### src/rtl/fu_pkg.sv
// Shared types and defaults for the execution-unit functional units.
package fu_pkg;

  typedef enum logic [1:0] {
    MUL    = 2'd0,
    MULH   = 2'd1,
    MULHSU = 2'd2,
    MULHU  = 2'd3
  } mul_op_e;

  localparam int MUL_LATENCY_DEFAULT = 6;

endpackage

### src/rtl/fu_delay_line.sv
// Generic WIDTH x DEPTH shift register with per-stage valid, global enable and flush.
module fu_delay_line #(
  parameter int WIDTH = 8,
  parameter int DEPTH = 1
) (
  input  logic             clk,
  input  logic             reset,
  input  logic             en,
  input  logic             flush,
  input  logic             in_valid,
  input  logic [WIDTH-1:0] in_data,
  output logic             out_valid,
  output logic [WIDTH-1:0] out_data
);

  logic [DEPTH-1:0] valid_q;
  logic [WIDTH-1:0] data_q [DEPTH];

  always_ff @(posedge clk or posedge reset) begin
    if (reset) begin
      valid_q <= '0;
      for (int i = 0; i < DEPTH; i++) data_q[i] <= '0;
    end else begin
      if (flush) begin
        valid_q <= '0;
      end else if (en) begin
        valid_q[0] <= in_valid;
        for (int i = 1; i < DEPTH; i++) valid_q[i] <= valid_q[i-1];
      end
      // Payload only matters where valid is set, so flush leaves it alone.
      if (en) begin
        data_q[0] <= in_data;
        for (int i = 1; i < DEPTH; i++) data_q[i] <= data_q[i-1];
      end
    end
  end

  assign out_valid = valid_q[DEPTH-1];
  assign out_data  = data_q[DEPTH-1];

endmodule

### src/rtl/pipelined_mul_unit.sv
// Fully pipelined RV32M multiplier unit: product formed into stage 0, later stages
// delay it; the whole pipe stalls when writeback is not granted.
module pipelined_mul_unit
  import fu_pkg::*;
#(
  parameter int XLEN    = 32,
  parameter int LATENCY = MUL_LATENCY_DEFAULT,
  parameter int RD_W    = 5,
  parameter int TAG_W   = 4
) (
  input  logic                           clk,
  input  logic                           reset,
  input  logic                           issue_valid,
  output logic                           issue_ready,
  input  mul_op_e                        issue_op,
  input  logic [XLEN-1:0]                issue_a,
  input  logic [XLEN-1:0]                issue_b,
  input  logic [RD_W-1:0]                issue_rd,
  input  logic [TAG_W-1:0]               issue_tag,
  input  logic                           flush,
  output logic                           wb_valid,
  input  logic                           wb_ready,
  output logic [XLEN-1:0]                wb_data,
  output logic [RD_W-1:0]                wb_rd,
  output logic [TAG_W-1:0]               wb_tag,
  output logic                           busy,
  output logic [$clog2(LATENCY+1)-1:0]   inflight
);

  typedef struct packed {
    logic [XLEN-1:0]  data;
    logic [RD_W-1:0]  rd;
    logic [TAG_W-1:0] tag;
  } stage_t;

  localparam int CW = $clog2(LATENCY+1);

  logic              stall, fire, handshake;
  logic              a_sign, b_sign;
  logic [2*XLEN-1:0] a_wide, b_wide, prod;
  stage_t            s0_d, s0_q, last_q;
  logic              s0_valid, last_valid;

  assign stall       = last_valid && !wb_ready;
  assign issue_ready = !stall;
  assign fire        = issue_valid && issue_ready && !flush;
  assign handshake   = last_valid && wb_ready;

  // Modular 2*XLEN multiply of sign/zero-extended operands gives the exact product.
  always_comb begin
    a_sign    = (issue_op != MULHU) && issue_a[XLEN-1];
    b_sign    = ((issue_op == MUL) || (issue_op == MULH)) && issue_b[XLEN-1];
    a_wide    = {{XLEN{a_sign}}, issue_a};
    b_wide    = {{XLEN{b_sign}}, issue_b};
    prod      = a_wide * b_wide;
    s0_d.data = (issue_op == MUL) ? prod[XLEN-1:0] : prod[2*XLEN-1:XLEN];
    s0_d.rd   = issue_rd;
    s0_d.tag  = issue_tag;
  end

  always_ff @(posedge clk or posedge reset) begin
    if (reset) begin
      s0_valid <= 1'b0;
      s0_q     <= '0;
    end else if (flush) begin
      s0_valid <= 1'b0;
    end else if (!stall) begin
      s0_valid <= fire;
      if (fire) s0_q <= s0_d;
    end
  end

  generate
    if (LATENCY > 1) begin : g_delay
      fu_delay_line #(
        .WIDTH ($bits(stage_t)),
        .DEPTH (LATENCY-1)
      ) u_delay (
        .clk       (clk),
        .reset     (reset),
        .en        (!stall),
        .flush     (flush),
        .in_valid  (s0_valid),
        .in_data   (s0_q),
        .out_valid (last_valid),
        .out_data  (last_q)
      );
    end else begin : g_nodelay
      assign last_valid = s0_valid;
      assign last_q     = s0_q;
    end
  endgenerate

  assign wb_valid = last_valid;
  assign wb_data  = last_q.data;
  assign wb_rd    = last_q.rd;
  assign wb_tag   = last_q.tag;

  always_ff @(posedge clk or posedge reset) begin
    if (reset) begin
      inflight <= '0;
    end else if (flush) begin
      inflight <= '0;
    end else if (fire && !handshake) begin
      inflight <= inflight + CW'(1);
    end else if (!fire && handshake) begin
      inflight <= inflight - CW'(1);
    end
  end

  assign busy = (inflight != '0);

endmodule

### config.mk
export PLATFORM = sky130hd
export DESIGN_NAME = pipelined_mul_unit
export DESIGN_NICKNAME = d
export VERILOG_FILES = /design/src/rtl/fu_pkg.sv /design/src/rtl/fu_delay_line.sv /design/src/rtl/pipelined_mul_unit.sv
export SDC_FILE = /design/constraint.sdc
export NUM_CORES = 2
export LEC_CHECK = 0
export BUFFER_PORTS_ARGS = -buffer_cell sky130_fd_sc_hd__clkbuf_2
export CAP_MARGIN = 40
export CORE_ASPECT_RATIO = 1.4
export CORE_MARGIN = 1
export CORE_UTILIZATION = 65
export DETAILED_ROUTE_END_ITERATION = 8
export PLACE_DENSITY = 0.83
export SYNTH_ARGS = -nofsm -noshare
export SYNTH_HDL_FRONTEND = slang
export SYNTH_HIERARCHICAL = 1
export SYNTH_SLANG_ARGS = --single-unit
### constraint.sdc
create_clock -name clk -period 7.4 [get_ports clk]
set_input_delay 1.11 -clock clk [delete_from_list [all_inputs] [get_ports clk]]
set_output_delay 1.11 -clock clk [all_outputs]
set_load 0.1 [all_outputs]
==> impl_metrics.toml <==
[setup_path]
reg2reg_slack_ns = 4.41
r2r_cells = 7
cpPeakStageDelay_ns = 0.60
cp_data_required_time_ns = 7.80
arrival_ns = 8.54
cpMostUsedCell = "fa_1"
critical_path_class = "input pin to flip-flop"
start_kind = "input pin"
reg2reg_to = "s0_q[40]"
end_kind = "flip-flop"
path_max_fanout = 8
timing.rr.start = "g_delay.u_delay/valid_q[4]"
slowest_stage = "or4_4"

[hold_path]
hold_path.startpoint = "s0_q[5]"
whs_endpoint = "s0_q[5]"
min_path_type = "flip-flop to flip-flop"
holdPathStages = 2

[logic_synthesis]
synth_cell_types = 77
yosysMostFrequentCell = "fa_1"
syn_area_per_cell_sq_um = 9.86
synthesis.area_sq_um = 48100
synthCells = 4876
synth_fp_nets = 6294
synthArstFlopShare_pct = 100
synth-main-ff-cell = "dfrtp_1"
synth_top_area_share_pct = 46.9
yosysSeqAreaShare_pct = 13.3
yosysWarnings = 6
synth-seq-cells = 255
synthTopCellsByArea = "fa_1 (47%), dfrtp_1 (13%), inv_1 (8.5%), nand2_1 (6.5%), ha_1 (5.5%)"
synth_edf_count = 0
yosysTopAreaCell = "fa_1"
synth_common_cells = "fa_1 (1,126), inv_1 (1,092), nand2_1 (830), and2_1 (325), dfrtp_1 (255)"

[sta]
finalSetupViolCount = 32
finalWorstSetupSlack_ns = -0.739
rsz0062_at_grt = "true"
slew_headroom_pct = 47.8
fin_crit_sh_pct = 110
whs_ns = 0.484
final_max_slew_viol_count = 0
final_hold_viol_count = 0
period_needed_ns = 8.14
fin_setup_tns_ns = -15.60
worstMarginPinSlew_ns = 0.783
max_freq_ghz = 0.123
fin_worst_skew_ns = 0.0160

[clocking]
cts_tree = "yes"
htree_levels = 1
clk_pin_slew_ns = 0.07
cts.sinks = 255
cts_buffers = 22
clk_latency_ns = 0.51
clock_path_buffers = 3
cts_root_buf = "clkbuf_16"
cts_hold_buf = 0

[floorplanning]
die_area_sq_um = 75000
ioPinCount = 127
core-area_sq_um = 72900
die_w_um = 232
core.rowCount = 117
die_h_um = 324
start_util_pct = 65.9

[detailed_routing]
vias = 36800
drc = 0
drt_iter0_drc = 3212
drt_wl_total_um = 141000
avgViaCountPerCell = 5.82
detail-route-antenna-nets = 0
dr.pass1.iters = 6
routedWlPerCell_um = 22.3

[place]
place_area_sq_um = 53400
place.gp.congestion = 0.945
hpwl_um = 110000
place.port_buffers = 126

[global_routing]
grt_pass1_vias = 41800
track_usage_pct = 38.0
grt-ovfl-total = 0
grt_start_max_net_pins = 121
grt_pass1_wl_um = 218000
antenna_found_initial = 4

[outcome]
run_status = "finished with violations"
failed_checks = "negative setup slack"

[finish]
layout-drive-gt1-share_pct = 24.9
fin_nets = 6773
area_delta_synth_final_pct = 18.4
design_area_sq_um = 56900

[job]
maxCapViolations = 0
-- registers in the layout (all words and copies together), names as in the netlist --
signal and cells:
g_delay.u_delay/data_q 164, g_delay.u_delay/out_data 41, g_delay.u_delay/valid_q 5, inflight 3
s0_q 41, s0_valid 1
-- stage by stage --
step | util, % | instances | worst slack, ns
finish | 78.1 | 6328 | -0.739
global route | 78.1 | 6324 | -0.874
CTS | 76.3 | 6287 | -0.570
detailed placement | 73.3 | 6209 | -1.36
global placement | 73.2 | 6206 | -1.23
floorplan | - | 4876 | -0.767
-- metal layers --
| layer | wire (um) | GRT usage (%) | vias to the layer above |
|---|---|---|---|
| met1 | 45300 | 41.9 | 18600 |
| met3 | 12700 | 7.34 | 854 |
| met4 | 11600 | 24.1 | 0 |
| met5 | 0 | 0 | - |
| li1 | - | - | 15200 |
| met2 | 71300 | 67.1 | 2219 |
-- worst max-delay path: cells and delay by family --
kind,cells,cell delay [ns]
AO/OA/AOI/OAI,5,1.12
AND/OR/NAND/NOR,5,1.26
adder cells (fa/ha/maj),9,4.37
buffers and inverters,6,0.63
-- logic make-up after synthesis --
family                   count (synthesis)  share of synthesized area (%)
AO/OA/AOI/OAI                          261                           3.43
flip-flops                             255                           13.3
AND/OR/NAND/NOR                       1338                           12.6
adder cells (fa/ha/maj)               1338                           52.4
buffers and inverters                 1392                           11.8
multiplexers                           215                           5.01
XOR/XNOR                                77                           1.40
-- layout make-up --
cell class | instances | area (sq um)
clock inverters | 11 | 131
multi-input cells | 3229 | 37600
flip-flops and latches | 255 | 6380
clock buffers | 29 | 607
fillers | 4137 | 16000
well taps | 952 | 1190
diodes | 5 | 12.5
repair buffers | 755 | 6910
inverters | 1092 | 4130
-- cells in the final DEF, fill, tap and decap left out, types with 13 or more instances in the layout --
master     instances
buf_6             66
mux2_2           205
fa_2              59
nor2_1            84
buf_12            65
nand2_1          808
and2_4            28
buf_4            486
inv_2             56
clkbuf_8          13
ha_1             181
fa_1            1067
clkbuf_2          91
a21o_1            23
ha_4              29
dfrtp_1          255
and2_1           298
inv_1           1031
xor2_1            17
nand2_2           18
o21ai_1           29
a21oi_1           58
clkbuf_16         30
o21ai_0           26
a21oi_2           20
xnor2_1           43
-- how the worst max path moves through the flow --
stage	startpoint	to	slack [ns]	cells past startpoint
after global routing	issue_op[0]	s0_q[40]	-0.87	27
after CTS	issue_op[0]	s0_q[39]	-0.57	25
final	issue_b[13]	s0_q[40]	-0.74	25
after floorplan	issue_a[31]	s0_q[39]	-0.77	25
after global placement	issue_op[0]	s0_q[40]	-1.23	24
after detailed placement	issue_a[31]	s0_q[39]	-1.36	26
-- what timing repair did --
action	in CTS	in global routing
buffers inserted	38	35
gates cloned	4	4
pin swaps	115	175
setup endpoints to repair	32	32
resized for setup	256	254
Power is not shown: default switching activity piles up to over one toggle a cycle in this logic, so the estimate is an artifact.
